### src/rtl/fetch_pkg.sv
// Shared fetch-pack definitions used by the fetch queue and its storage.
// Holds the front-end widths and the packed layouts of the branch-predict
// pack and the full fetch pack as stored in the queue.
package fetch_pkg;

    localparam int FETCH_WIDTH = 2;
    localparam int INST_W      = 32;
    localparam int XLEN        = 64;
    localparam int BP_PACK_W   = 71;

    // Bit order matches the flat io_*_bp_pack ports, MSB first.
    typedef struct packed {
        logic            valid;
        logic [XLEN-1:0] target;
        logic [3:0]      branch_type;
        logic            select;
        logic            taken;
    } bp_pack_t;

    typedef struct packed {
        logic [FETCH_WIDTH-1:0]        valids;
        logic [XLEN-1:0]               pc;
        logic [FETCH_WIDTH*INST_W-1:0] insts;
        bp_pack_t                      bp_pack;
    } fetch_pack_t;

    localparam int FETCH_PACK_W = $bits(fetch_pack_t);

endpackage

### src/rtl/fetch_queue_mem.sv
// Register-array storage for the fetch queue.
// Ports:
//   clock  - core clock
//   we     - write enable, writes wdata into entry waddr at the rising edge
//   waddr  - write index
//   wdata  - fetch pack to store
//   raddr  - read index
//   rdata  - asynchronous read of entry raddr
// Contents are not reset; the owner tracks which entries are live.
module fetch_queue_mem
    import fetch_pkg::*;
#(
    parameter int DEPTH  = 8,
    parameter int ADDR_W = $clog2(DEPTH)
) (
    input  logic              clock,
    input  logic              we,
    input  logic [ADDR_W-1:0] waddr,
    input  fetch_pack_t       wdata,
    input  logic [ADDR_W-1:0] raddr,
    output fetch_pack_t       rdata
);

    fetch_pack_t mem_q [DEPTH];

    always_ff @(posedge clock) begin
        if (we) begin
            mem_q[waddr] <= wdata;
        end
    end

    assign rdata = mem_q[raddr];

endmodule

### src/rtl/fetch_queue.sv
// Fetch queue: circular FIFO of fetch packs between fetch-result and decode.
// Ports:
//   clock, reset          - core clock, synchronous active-high reset
//   io_i_flush            - pipeline redirect; empties the queue at the next edge
//   io_i_pack_valid, io_i_valids, io_i_pc, io_i_insts, io_i_bp_pack
//                         - incoming fetch pack
//   io_o_stall            - queue full, fetch must hold
//   io_o_pack_valid, io_o_valids, io_o_pc, io_o_insts, io_o_bp_pack
//                         - oldest pack toward decode
//   io_i_ready            - decode takes the head this cycle
// Optional build macro FETCH_QUEUE_PERF_EN adds io_o_perf_full_cycles and
// io_o_perf_enq_count, saturating counters cleared only by reset.
module fetch_queue
    import fetch_pkg::*;
#(
    parameter int DEPTH = 8,
    parameter int PTR_W = $clog2(DEPTH)
) (
    input  logic                          clock,
    input  logic                          reset,
    input  logic                          io_i_flush,
    input  logic                          io_i_pack_valid,
    input  logic [FETCH_WIDTH-1:0]        io_i_valids,
    input  logic [XLEN-1:0]               io_i_pc,
    input  logic [FETCH_WIDTH*INST_W-1:0] io_i_insts,
    input  logic [BP_PACK_W-1:0]          io_i_bp_pack,
    output logic                          io_o_stall,
    output logic                          io_o_pack_valid,
    output logic [FETCH_WIDTH-1:0]        io_o_valids,
    output logic [XLEN-1:0]               io_o_pc,
    output logic [FETCH_WIDTH*INST_W-1:0] io_o_insts,
    output logic [BP_PACK_W-1:0]          io_o_bp_pack,
    input  logic                          io_i_ready
`ifdef FETCH_QUEUE_PERF_EN
    ,
    output logic [31:0]                   io_o_perf_full_cycles,
    output logic [31:0]                   io_o_perf_enq_count
`endif
);

    // Pointers carry an extra wrap bit so full and empty are distinguishable.
    logic [PTR_W:0] head_q, head_d;
    logic [PTR_W:0] tail_q, tail_d;
    logic           empty, full;
    logic           enq_fire, deq_fire;
    fetch_pack_t    wr_pack, rd_pack;

    assign empty = (head_q == tail_q);
    assign full  = (head_q[PTR_W-1:0] == tail_q[PTR_W-1:0]) &&
                   (head_q[PTR_W] != tail_q[PTR_W]);

    assign io_o_stall      = full;
    assign io_o_pack_valid = ~empty & ~io_i_flush;

    // Full refuses enqueue even when a dequeue frees a slot this cycle.
    assign enq_fire = io_i_pack_valid & ~full & ~io_i_flush;
    assign deq_fire = io_o_pack_valid & io_i_ready;

    assign wr_pack.valids  = io_i_valids;
    assign wr_pack.pc      = io_i_pc;
    assign wr_pack.insts   = io_i_insts;
    assign wr_pack.bp_pack = bp_pack_t'(io_i_bp_pack);

    fetch_queue_mem #(
        .DEPTH  (DEPTH),
        .ADDR_W (PTR_W)
    ) u_mem (
        .clock (clock),
        .we    (enq_fire),
        .waddr (tail_q[PTR_W-1:0]),
        .wdata (wr_pack),
        .raddr (head_q[PTR_W-1:0]),
        .rdata (rd_pack)
    );

    assign io_o_valids  = rd_pack.valids;
    assign io_o_pc      = rd_pack.pc;
    assign io_o_insts   = rd_pack.insts;
    assign io_o_bp_pack = rd_pack.bp_pack;

    // Pointer increments wrap naturally modulo 2*DEPTH.
    always_comb begin
        head_d = head_q;
        tail_d = tail_q;
        if (io_i_flush) begin
            head_d = '0;
            tail_d = '0;
        end else begin
            if (deq_fire) begin
                head_d = head_q + (PTR_W+1)'(1);
            end
            if (enq_fire) begin
                tail_d = tail_q + (PTR_W+1)'(1);
            end
        end
    end

    always_ff @(posedge clock) begin
        if (reset) begin
            head_q <= '0;
            tail_q <= '0;
        end else begin
            head_q <= head_d;
            tail_q <= tail_d;
        end
    end

`ifdef FETCH_QUEUE_PERF_EN
    logic [31:0] perf_full_q, perf_full_d;
    logic [31:0] perf_enq_q,  perf_enq_d;

    // Saturating counters; flush intentionally leaves them alone.
    always_comb begin
        perf_full_d = perf_full_q;
        perf_enq_d  = perf_enq_q;
        if (full && (perf_full_q != 32'hFFFF_FFFF)) begin
            perf_full_d = perf_full_q + 32'd1;
        end
        if (enq_fire && (perf_enq_q != 32'hFFFF_FFFF)) begin
            perf_enq_d = perf_enq_q + 32'd1;
        end
    end

    always_ff @(posedge clock) begin
        if (reset) begin
            perf_full_q <= '0;
            perf_enq_q  <= '0;
        end else begin
            perf_full_q <= perf_full_d;
            perf_enq_q  <= perf_enq_d;
        end
    end

    assign io_o_perf_full_cycles = perf_full_q;
    assign io_o_perf_enq_count   = perf_enq_q;
`endif

endmodule
### config.mk
export PLATFORM = sky130hd
export DESIGN_NAME = fetch_queue
export DESIGN_NICKNAME = d
export VERILOG_FILES = /design/src/rtl/fetch_pkg.sv /design/src/rtl/fetch_queue_mem.sv /design/src/rtl/fetch_queue.sv
export SDC_FILE = /design/constraint.sdc
export NUM_CORES = 1
export LEC_CHECK = 0
export BUFFER_PORTS_ARGS = -buffer_cell sky130_fd_sc_hd__buf_2
export CAP_MARGIN = 40
export CORE_MARGIN = 2
export CORE_UTILIZATION = 30
export CTS_CLUSTER_DIAMETER = 200
export DETAILED_ROUTE_END_ITERATION = 8
export SKIP_CTS_REPAIR_TIMING = 1
export SYNTH_ARGS = -nofsm -noshare
export SYNTH_HDL_FRONTEND = slang
export SYNTH_SLANG_ARGS = --single-unit
export TNS_END_PERCENT = 100
### constraint.sdc
create_clock -name clock -period 30.4 [get_ports clock]
set_input_delay 6.08 -clock clock [delete_from_list [all_inputs] [get_ports clock]]
set_output_delay 6.08 -clock clock [all_outputs]
set_load 0.005 [all_outputs]
==> After elaboration in Yosys (flattened, before gate mapping) <==
Memories as Yosys holds them, arrays and structs flattened. A register that Yosys moved wholly into a read port is not among the register bits.
Index checks and enable logic that the tools add are counted.
{ "totals": {"regBits": 8, "out_inout_bits": 203, "ram_bits": 1608, "memories": 1} }
{ "classes": {"bitwise": 7, "reduce_logical": 2, "muxes": 4, "eq_ne": 3, "n_addsub": 2} }
{ "memory_table": {"columns": ["name", "words", "word_bits", "read_ports", "rd_clocked_by_memory_dff", "write_ports", "line_no", "source"], "rows": [
  ["u_mem.mem_q", 8, 201, 1, 1, 1, "fetch_queue_mem.sv:24", "fetch_pack_t mem_q [DEPTH];"]
]} }
{ "ops": {"columns": ["cell", "n"], "rows": [
  ["$add 4x1->4 const B", 2],
  ["$mux 3", 2],
  ["$and 1x1->1", 4],
  ["$eq 4x4->1", 1],
  ["$eq 3x3->1", 1],
  ["$not 1->1", 3],
  ["$mux 1", 2],
  ["$reduce_or 2->1", 1],
  ["$logic_and 1x1->1", 1],
  ["$ne 1x1->1", 1]
]} }

==> Logic depth before layout (Yosys ltp) <==
{ "depth": {"ltp_word": 7, "mapped_depth": 5, "depth_no_buf": 4} }

==> By module <==
A second synthesis with hierarchy kept.
{ "hier_totals": {"cells_unflattened": 2391, "area_unflattened_um2": 61851.8} }
{ "modules_own_cells": {"columns": ["mod", "seq_area_each_um2", "instances", "cells_each", "area_per_inst_um2"], "rows": [
  ["fetch_queue_mem", 48286.3, 1, 2336, 61402.6],
  ["fetch_queue", 160.2, 1, 55, 449.2]
]} }

==> Worst setup path before layout <==
No wires, ideal clock.
{ "synth_timing": {"path_type": "in2reg", "startpoint": "input io_i_pack_valid", "endpoint": "memory u_mem.mem_q[0][0] (netlist name) (enable)", "path_slack_ns": 3.819, "stages": 3, "setup_time_ns": 1.255, "required_ns": 29.145, "arrival_time_ns": 25.325, "path_cell_list": "o41a_1 nand2_1 nor4_1"} }
{ "synth_between": {"elab_chain_cells": 4} }
{ "synth_rtl": {"columns": ["item", "line_no", "source"], "rows": [
  ["start: declaration", "fetch_queue.sv:22", "input logic io_i_pack_valid,"],
  ["$and 1x1->1 (2 in a row)", "fetch_queue.sv:56", "assign enq_fire = io_i_pack_valid & ~full & ~io_i_flush;"],
  ["$mux 1", "fetch_queue_mem.sv:27", "if (we) begin"],
  ["$mux 1 (not written as such)", "fetch_queue_mem.sv:28", "mem_q[waddr] <= wdata;"],
  ["end: declaration", "fetch_queue_mem.sv:24", null]
]} }
No other way between the ends.

==> Worst setup path after layout <==
{ "layout_timing": {"startpoint": "input io_i_flush", "endpoint": "output io_o_pack_valid"} }
{ "layout_between": {"elab_chain_cells": 2} }
{ "layout_rtl": {"columns": ["item", "line_no", "source"], "rows": [
  ["start: declaration", "fetch_queue.sv:21", "input logic io_i_flush,"],
  ["$not 1->1", "fetch_queue.sv:53", "assign io_o_pack_valid = ~empty & ~io_i_flush;"],
  ["$and 1x1->1", "fetch_queue.sv:53", null],
  ["end: declaration", "fetch_queue.sv:28", "output logic io_o_pack_valid,"]
]} }
No other way between the ends.

==> PnR_summary.wiki <==
{| class="wikitable"
! Metric !! Value
|-
| Endpoint required time on the critical path || 24.32 ns
|-
| Mapped Nets || 2605
|-
| Worst setup margin || 17.31 ns
|-
| Slew margin rel. || -17.6%
|-
| Final critical-path share of the clock period || 43.1%
|-
| Slew at the pin closest to its max-slew limit || 1.76 ns
|-
| Worst clock skew on the final layout || 0.0520 ns
|-
| Total of endpoints with negative setup slack in the final report || 0
|-
| Max-Cap Viols || 0
|-
| Ratio of total power to cell area || 65.3 nW/um2
|-
| Std-Cell Rows || 166
|-
| Via count || 27164
|-
| Maximum fanout encountered on the critical timing path || 14
|-
| Seq cells post-synth || 1619
|-
| Number of antenna violations at the first check in global routing || 51
|-
| Proportion of synthesized flip-flops having asynchronous set or reset || 0%
|-
| Clock transition at the register clock pins on the worst setup and hold paths after CTS || 0.06 ns
|-
| Peak VDD IR || 0.0000682 V
|-
| Number of I/O pins || 409
|-
| Via count of the first global-routing pass || 28489
|-
| Fillers || 18542
|-
| Ranking of synthesized cells by area || sky130_fd_sc_hd__edfxtp_1 (78%), sky130_fd_sc_hd__mux4_1 (11%), sky130_fd_sc_hd__mux4_2 (5.3%)
|-
| Leading register cell type out of synthesis || sky130_fd_sc_hd__edfxtp_1
|-
| Number of cells on the worst hold path || 2
|-
| Top-area cell type share of the netlist area || 77.9%
|-
| Global-route wire length before repair || 199 mm
|-
| TritonCTS clock tree || done
|-
| Register-to-Register Path Depth || 7
|-
| Global-route usage over all layers || 13.0%
|-
| Sinks on the clock net || 1619
|-
| Area growth syn-to-layout || 18.8%
|-
| Clock root buffer || sky130_fd_sc_hd__clkbuf_16
|-
| Failing checks || max-slew violations
|-
| Path type of the worst min-delay path || reg2reg
|-
| Power Total || 4.81 mW
|-
| Port Buf Inserts || 408
|-
| Cell count after synthesis || 2397
|-
| Hold Worst Slack || 0.542 ns
|-
| Commonest cells after routing, fill and taps aside || sky130_fd_sc_hd__edfxtp_1 (1608), sky130_fd_sc_hd__buf_2 (408), sky130_fd_sc_hd__mux4_1 (257)
|-
| Critical Path AT || 7.01 ns
|-
| Yosys Warn Count || 0
|-
| HPWL Detailed || 75.9 mm
|-
| Total cell area at the placement stage || 67500 um2
|-
| Pleak || 23.3 nW
|-
| Cell taking the most area after synthesis || sky130_fd_sc_hd__edfxtp_1
|-
| Syn Std Cell Area || 62000 um2
|-
| Library cells used by synthesis || 33
|-
| Wirelength per Cell || 24.0 um
|-
| Setup repair after global routing missed its margin || no
|-
| Placed Instances || 5438
|-
| Detailed router's first-iteration violation count || 2240
|-
| DRC Markers || 0
|-
| Vias per Instance || 4.70
|-
| Final core utilization || 35.9%
|-
| DIE AREA || 210000 um2
|-
| Result of the run || complete, but fails checks
|-
| Wire length reported by the detailed router || 139 mm
|-
| CP Launch Type || primary input
|-
| H-tree levels || 4
|-
| Count of nets after finishing || 3134
|-
| Starting density of the core || 30.2%
|-
| Number of max-slew violations in the final report || 82
|-
| Final cell count without fillers || 5775
|-
| Aggregate negative setup slack || 0 ns
|-
| RePlAce Congestion || 0.694
|-
| Achievable Freq || 76.4 MHz
|-
| Horiz. Die Dim || 458 um
|-
| Final Hold Vio Count || 0
|-
| Clock tree buffer depth || 3
|-
| Sequential element share of the synthesized area || 78.3%
|-
| Vertical extent of the die || 458 um
|-
| Post-route ant nets || 0
|-
| Final period demand of the worst path || 13.09 ns
|-
| Maximum number of pins on one net before global-route repair || 159
|-
| Count of flip-flops with a built-in enable after synthesis || 1608
|-
| Detailed Routing Iterations Pass 1 || 5
|-
| CORE AREA || 205000 um2
|-
| Share of post-route cells with drive strength above 1 || 35.4%
|-
| Crit. End Element || output port
|-
| Most common cell after layout, fill and taps aside || sky130_fd_sc_hd__edfxtp_1
|-
| Post-route cell area || 73600 um2
|-
| TritonCTS Buffers || 174
|-
| Post-synthesis average cell area || 25.8 um2
|-
| Gr ovfl total || 0
|-
| Clock Latency Late Sink || 0.82 ns
|-
| Pre-CTS WS || 17.12 ns
|-
| Type of the worst setup path || in2out
|}
==> worst paths after layout <==
path | endpoint | slack (ns) | from
worst max register to register | u_mem.mem_q[1][54] | 26.26 | tail_q[0]
worst min-delay path | tail_q[1] | 0.54 | tail_q[1]
worst max-delay path | io_o_pack_valid | 17.31 | io_i_flush
worst min register to register | tail_q[1] | 0.54 | tail_q[1]
==> critical path: stages <==
cell and delay (ns):
sky130_fd_sc_hd__buf_2 0.22, sky130_fd_sc_hd__nor2_1 0.47, sky130_fd_sc_hd__buf_2 0.22
==> sequential cells by signal, summed over array words and instances, names as in the netlist, named ones only <==
signal and flops:
u_mem.mem_q 1608, tail_q 4, head_q 4
==> routing by layer <==
layer  wire length [um]  part of all wire (%)  vias to the layer above  GRT usage (%)
li1                   -                     -                    11726              -
met5                 62                 0.045                        -              0
met4               4710                   3.4                       10           5.46
met2              72200                    52                      593           22.6
met3               5630                   4.1                      265           2.66
met1              56100                    40                    14570           15.6
==> logic make-up after synthesis <==
kind of cell	after synthesis	synth area share, %
AOI/OAI and AO/OA	13	0.166
xor gates and xnor gates	7	0.0990
adders and majority gates	2	0.0404
buffers and inverters	116	1.28
DFF	1619	78.3
muxes	604	19.8
and+or+nand+nor	36	0.281
==> layout make-up <==
class | instances | area [um2] | share of cell area, %
antenna | 13 | 32.5 | 0.0442
clock buffer | 206 | 4500 | 6.11
clock inverter | 118 | 1540 | 2.09
inverter | 1 | 3.75 | 0.00510
multi-input combinational | 662 | 12700 | 17.3
sequential | 1619 | 48500 | 65.9
tap | 2688 | 3360 | 4.57
timing repair buffer | 468 | 2940 | 4.00
==> synth_stat cells (2+ instances only) <==
cell type / count
sky130_fd_sc_hd__edfxtp_1: 1608
sky130_fd_sc_hd__mux4_1: 257
sky130_fd_sc_hd__mux2_2: 201
sky130_fd_sc_hd__mux4_2: 145
sky130_fd_sc_hd__buf_6: 39
sky130_fd_sc_hd__clkbuf_1: 38
sky130_fd_sc_hd__buf_1: 18
sky130_fd_sc_hd__buf_2: 16
sky130_fd_sc_hd__dfxtp_1: 11
sky130_fd_sc_hd__nor2_1: 9
sky130_fd_sc_hd__nand2_1: 8
sky130_fd_sc_hd__nor3_1: 7
sky130_fd_sc_hd__xor2_1: 5
sky130_fd_sc_hd__buf_8: 4
sky130_fd_sc_hd__a31o_2: 3
sky130_fd_sc_hd__nand3_1: 3
sky130_fd_sc_hd__nor4_1: 3
sky130_fd_sc_hd__a21oi_1: 2
sky130_fd_sc_hd__ha_1: 2
sky130_fd_sc_hd__o21ai_0: 2
sky130_fd_sc_hd__o41a_1: 2
sky130_fd_sc_hd__o41ai_1: 2
sky130_fd_sc_hd__xnor2_1: 2
==> report_power, final <==
part / leakage [nW] / switching [mW] / internal (mW)
logic: 5.76 / 0.0726 / 0.0539
registers: 14.6 / 0.00390 / 2.47
clock network: 2.93 / 0.901 / 1.30
Note: power is estimated with default switching activity, not from simulation.
